### config.mk
export PLATFORM = sky130hd
export DESIGN_NAME = pipeline_hazard_controller
export DESIGN_NICKNAME = d
export VERILOG_FILES = /design/src/rtl/pipeline_hazard_controller_pkg.sv /design/src/rtl/pipeline_hazard_controller_load_use_detector.sv /design/src/rtl/pipeline_hazard_controller.sv
export SDC_FILE = /design/constraint.sdc
export NUM_CORES = 1
export LEC_CHECK = 0
export CORE_UTILIZATION = 26
export DETAILED_ROUTE_END_ITERATION = 6
export GPL_ROUTABILITY_DRIVEN = 0
export HOLD_SLACK_MARGIN = 0.06
export PLACE_DENSITY = 0.72
export SETUP_SLACK_MARGIN = 0.5
export SYNTH_ARGS = -nofsm -noshare
export SYNTH_HDL_FRONTEND = slang
export SYNTH_SLANG_ARGS = --single-unit
### constraint.sdc
create_clock -name clk_i -period 1.36 [get_ports clk_i]
set_clock_uncertainty 0.2 [all_clocks]
set_input_delay 0.136 -clock clk_i [delete_from_list [all_inputs] [get_ports clk_i]]
set_output_delay 0.136 -clock clk_i [all_outputs]
set_load 0.02 [all_outputs]
### src/rtl/pipeline_hazard_controller_pkg.sv
// Shared pipeline definitions: operand address width, memory/register-file
// control enums and the hazard controller state encoding.
package pipeline_hazard_controller_pkg;

  localparam int ADDR_WIDTH = 5;
  localparam int WORD       = 32;

  typedef enum logic {
    NO_MEM_READ = 1'b0,
    MEM_READ    = 1'b1
  } mem_read_signal;

  typedef enum logic {
    NO_REG_WRITE = 1'b0,
    REG_WRITE    = 1'b1
  } reg_file_write_sig;

  typedef logic [0:0] hazard_state;
  localparam hazard_state RUN   = 1'b0;
  localparam hazard_state MULTI = 1'b1;

endpackage

### src/rtl/pipeline_hazard_controller_load_use_detector.sv
// Combinational load-use hazard detection: a load in execute writes a register
// that the instruction in decode is about to read.
module load_use_detector
  import pipeline_hazard_controller_pkg::*;
(
  input  logic                  dec_valid_i,
  input  logic [ADDR_WIDTH-1:0] dec_reg_1_addr_i,
  input  logic                  dec_reg_1_used_i,
  input  logic [ADDR_WIDTH-1:0] dec_reg_2_addr_i,
  input  logic                  dec_reg_2_used_i,
  input  mem_read_signal        ex_mem_read_en_i,
  input  reg_file_write_sig     ex_reg_file_write_en_i,
  input  logic [ADDR_WIDTH-1:0] ex_reg_dest_addr_i,
  output logic                  lu_o
);

  logic src1_hit;
  logic src2_hit;
  logic ex_is_load;

  assign ex_is_load = (ex_mem_read_en_i == MEM_READ) && (ex_reg_file_write_en_i == REG_WRITE);
  assign src1_hit   = dec_reg_1_used_i && (dec_reg_1_addr_i == ex_reg_dest_addr_i);
  assign src2_hit   = dec_reg_2_used_i && (dec_reg_2_addr_i == ex_reg_dest_addr_i);
  assign lu_o       = dec_valid_i && ex_is_load && (src1_hit || src2_hit);

endmodule

### src/rtl/pipeline_hazard_controller.sv
// Pipeline hazard controller: stall/flush sequencing for PC, IF/ID and ID/EX.
// Optional performance counters are enabled with HAZARD_PERF_COUNTERS_EN.
module pipeline_hazard_controller
  import pipeline_hazard_controller_pkg::*;
#(
  parameter int MULTI_CYCLE_LAT = 4,
  parameter int CNT_WIDTH       = $clog2(MULTI_CYCLE_LAT),
  parameter int PERF_CNT_WIDTH  = 32
) (
  input  logic                  clk_i,
  input  logic                  reset_i,
  input  logic                  dec_valid_i,
  input  logic [ADDR_WIDTH-1:0] dec_reg_1_addr_i,
  input  logic                  dec_reg_1_used_i,
  input  logic [ADDR_WIDTH-1:0] dec_reg_2_addr_i,
  input  logic                  dec_reg_2_used_i,
  input  logic                  dec_multi_cycle_i,
  input  mem_read_signal        ex_mem_read_en_i,
  input  reg_file_write_sig     ex_reg_file_write_en_i,
  input  logic [ADDR_WIDTH-1:0] ex_reg_dest_addr_i,
  input  logic                  ex_branch_taken_i,
  input  logic                  mem_busy_i,
  output logic                  pc_stall_o,
  output logic                  if_id_stall_o,
  output logic                  if_id_flush_o,
  output logic                  id_ex_stall_o,
  output logic                  id_ex_flush_o,
  output logic                  ex_busy_o
`ifdef HAZARD_PERF_COUNTERS_EN
  ,
  output logic [PERF_CNT_WIDTH-1:0] stall_cycles_o,
  output logic [PERF_CNT_WIDTH-1:0] flush_count_o
`endif
);

  hazard_state          state_q, state_d;
  logic [CNT_WIDTH-1:0] cnt_q, cnt_d;
  logic                 lu;

  load_use_detector u_lu (
    .dec_valid_i            (dec_valid_i),
    .dec_reg_1_addr_i       (dec_reg_1_addr_i),
    .dec_reg_1_used_i       (dec_reg_1_used_i),
    .dec_reg_2_addr_i       (dec_reg_2_addr_i),
    .dec_reg_2_used_i       (dec_reg_2_used_i),
    .ex_mem_read_en_i       (ex_mem_read_en_i),
    .ex_reg_file_write_en_i (ex_reg_file_write_en_i),
    .ex_reg_dest_addr_i     (ex_reg_dest_addr_i),
    .lu_o                   (lu)
  );

  // Next-state and Mealy output decode; RUN conditions are in strict priority order
  always_comb begin
    state_d       = state_q;
    cnt_d         = cnt_q;
    pc_stall_o    = 1'b0;
    if_id_stall_o = 1'b0;
    if_id_flush_o = 1'b0;
    id_ex_stall_o = 1'b0;
    id_ex_flush_o = 1'b0;
    ex_busy_o     = 1'b0;
    if (reset_i) begin
      if_id_flush_o = 1'b1;
      id_ex_flush_o = 1'b1;
    end else begin
      case (state_q)
        RUN: begin
          if (ex_branch_taken_i) begin
            if_id_flush_o = 1'b1;
            id_ex_flush_o = 1'b1;
          end else if (mem_busy_i) begin
            pc_stall_o    = 1'b1;
            if_id_stall_o = 1'b1;
            id_ex_stall_o = 1'b1;
          end else if (lu) begin
            pc_stall_o    = 1'b1;
            if_id_stall_o = 1'b1;
            id_ex_flush_o = 1'b1;
          end else if (dec_valid_i && dec_multi_cycle_i) begin
            state_d = MULTI;
            cnt_d   = CNT_WIDTH'(MULTI_CYCLE_LAT - 1);
          end else begin
            state_d = RUN;
          end
        end
        MULTI: begin
          pc_stall_o    = 1'b1;
          if_id_stall_o = 1'b1;
          id_ex_stall_o = 1'b1;
          ex_busy_o     = 1'b1;
          if (!mem_busy_i) begin
            cnt_d = cnt_q - CNT_WIDTH'(1);
            if (cnt_q == CNT_WIDTH'(1)) begin
              state_d = RUN;
            end else begin
              state_d = MULTI;
            end
          end else begin
            cnt_d = cnt_q;
          end
        end
        default: begin
          state_d = RUN;
          cnt_d   = '0;
        end
      endcase
    end
  end

  // State and multi-cycle counter registers
  always_ff @(posedge clk_i) begin
    if (reset_i) begin
      state_q <= RUN;
      cnt_q   <= '0;
    end else begin
      state_q <= state_d;
      cnt_q   <= cnt_d;
    end
  end

`ifdef HAZARD_PERF_COUNTERS_EN
  logic [PERF_CNT_WIDTH-1:0] stall_cycles_q;
  logic [PERF_CNT_WIDTH-1:0] flush_count_q;

  // Free-running event counters; flushes during reset are not counted
  always_ff @(posedge clk_i) begin
    if (reset_i) begin
      stall_cycles_q <= '0;
      flush_count_q  <= '0;
    end else begin
      stall_cycles_q <= stall_cycles_q + PERF_CNT_WIDTH'(pc_stall_o);
      flush_count_q  <= flush_count_q + PERF_CNT_WIDTH'(if_id_flush_o);
    end
  end

  assign stall_cycles_o = stall_cycles_q;
  assign flush_count_o  = flush_count_q;
`endif

endmodule

==> results.toml <==
[status]
status = "finished with violations"
violations = "negative setup slack"

[power]
clockPowerShare_pct = 33.9
swShare_pct = 29.7
report.power.total_mw = 0.459
ir_drop_mv = 0.402
p_sw_mw = 0.137
sequentialPowerShare_pct = 21.3
leakage_nw = 0.446
powerDensity_nw_per_um2 = 524
p_int_mw = 0.323
pwr-share-comb_pct = 44.8

[sta]
setup_viol = 7
hold_violations = 0
period_needed_ns = 1.75
setup_tns_ns = -1.42
worst_slew_pin_slew_ns = 0.297
layout_setup_ws_ns = -0.390
relSlewSlack_pct = 80.2
fmax_mhz = 572
rsz0062_at_grt = "true"
fin_crit_sh_pct = 129
timing.hold.ws_ns = 0.217
slew_viol_final = 0

[final_layout]
final_cell_mix = "12 x buf_6, 12 x buf_4, 8 x clkbuf_2, 4 x inv_1"
fin_util_pct = 75.8
antennaDiodeCount = 0
area_growth_pct = 159
fillers = 89
layout-drive-gt1-share_pct = 63.3
finalNetCount = 117

[place]
dpl.hpwl_um = 869
place_ws_ns = -1.19
io_buffers = 30

[grt]
grt_pass1_vias = 513
grt_pass1_wl_mm = 2.01
grt_max_degree = 5
grt_usage_pct = 20.3
global_route.overflow_total = 0
antenna_found_initial = 0

[critical_path]
endpoint_kind = "output port"
arrival_ns = 1.41
worstSetupPathType = "in2out"
required_ns = 1.02
cp_max_fo = 3
critPathLaunchType = "primary input"

[detailed_routing]
vias_per_cell = 4.73
wirelength_mm = 1.16
drcViolationCount = 0
num_vias = 492
drt_pass1_iterations = 5
antenna_left = 0
drt-wirelength-per-cell_um = 11.1
drt-initial-drc-count = 1

[yosys]
synth.area.top_cells = "dfxtp_1 18%, xnor2_1 16%, xor2_1 10%"
netlist_area_sq_um = 338
synthCells = 43
yosysSeqAreaShare_pct = 17.8
synth_nets = 69
yosys.area.top_type_share_pct = 17.8
synth_seq_cells = 3
synth_cell_types = 22
yosys.area.top_type = "dfxtp_1"
yosys_warnings = 0
avgSynthCellArea_sq_um = 7.86

[clock_network]
insertion_delay_ns = 0.23
cts.path.max_buffers = 2
htree_num_levels = 1
cts_hold_buffers = 0
clock_sinks = 3
cts_tree = "yes"
cts-root-buf = "clkbuf_4"
cts.reportedPaths.clkPinSlew_ns = 0.04
numCtsBuffers = 3

[floorplan]
floorplan.initialDensity_pct = 29.2
die_area_sq_um = 1450
pin_count = 31
row_count = 12
fp.dieH_um = 38.0
core_area_sq_um = 1160
dieWidth_um = 38.0

[job]
drv_cap = 0

[min_path]
holdCritPathClass = "in2reg"
[worst paths after layout]
check | cells after the start | to | startpoint | slack (ns)
setup reg to reg | 5 | cnt_q[1]$_SDFFE_PP0P_ | state_q$_SDFF_PP0_ | 0.03
hold reg to reg | 1 | state_q$_SDFF_PP0_ | state_q$_SDFF_PP0_ | 0.24
hold / removal | 5 | state_q$_SDFF_PP0_ | reset_i | 0.22
setup / recovery | 7 | pc_stall_o | dec_reg_1_addr_i[1] | -0.39
[area by class of cell]
class | instances | area (sq um) | share of cell area (%)
timing repair buffer | 44 | 379 | 43.3
tap | 14 | 17.5 | 2.00
multi-input combinational | 34 | 373 | 42.6
clock buffer | 4 | 26.3 | 3.00
inverter | 5 | 18.8 | 2.14
sequential | 3 | 61.3 | 7.00
[cells in the mapped netlist, drive strengths merged]
master / number
o31ai: 2
nor2: 6
o21bai: 1
buf: 1
nand4: 2
a221oi: 1
o41ai: 1
xnor2: 6
ha: 1
nor4b: 1
inv: 5
nand2: 1
a21o: 2
xor2: 4
o31a: 1
dfxtp: 3
and2: 1
a22oi: 1
o21ai: 1
or4: 1
nand3: 1
[critical path: stages]
cell	delay [ns]
buf_6	0.09
xnor2_2	0.14
nand4_1	0.12
or4_4	0.44
o41ai_4	0.08
o31a_1	0.26
buf_6	0.14
[power groups by stage]
stage | sequential, mW | combinational (mW) | clock (mW)
CTS | 0.0978 | 0.205 | 0.160
global route | 0.0988 | 0.222 | 0.169
detailed placement | 0.0986 | 0.197 | 0
global placement | 0.0982 | 0.195 | 0
finish | 0.0978 | 0.206 | 0.156
floorplan | 0.0977 | 0.0773 | 0
[layer usage]
metal / GRT usage (%) / share of wire [%] / routed length, um
met1: 20.2 / 39 / 451
met2: 39.4 / 56 / 646
met3: 2.91 / 4.4 / 51
met4: 10.7 / 0.69 / 8
met5: 0 / 0 / 0
[timing repair]
action,4_1_cts,5_1_grt
setup endpoints to repair,9,9
pin swaps,16,11
setup buffers,2,3
gates resized for setup,94,18
[sequential cells by signal (all words and copies together), names as in the netlist]
name / flops
cnt_q: 2
state_q: 1
[cell families (layout without fill, tap and decap cells)]
kind of cell / after synthesis / in the layout / synth area share [%]
xor gates and xnor gates: 10 / 10 / 25.9
and+or+nand+nor: 13 / 13 / 19.6
DFF: 3 / 3 / 17.8
buffers and inverters: 6 / 53 / 7.78
adders and majority gates: 1 / 1 / 3.70
AOI/OAI and AO/OA: 10 / 10 / 25.2
[per-stage QoR]
stage	area, sq um	std cells
after CTS	865	101
after floorplan	393	43
final	876	104
after global placement	767	95
after detailed placement	767	95
after global routing	876	104
Note: power is estimated with default switching activity, not from simulation.
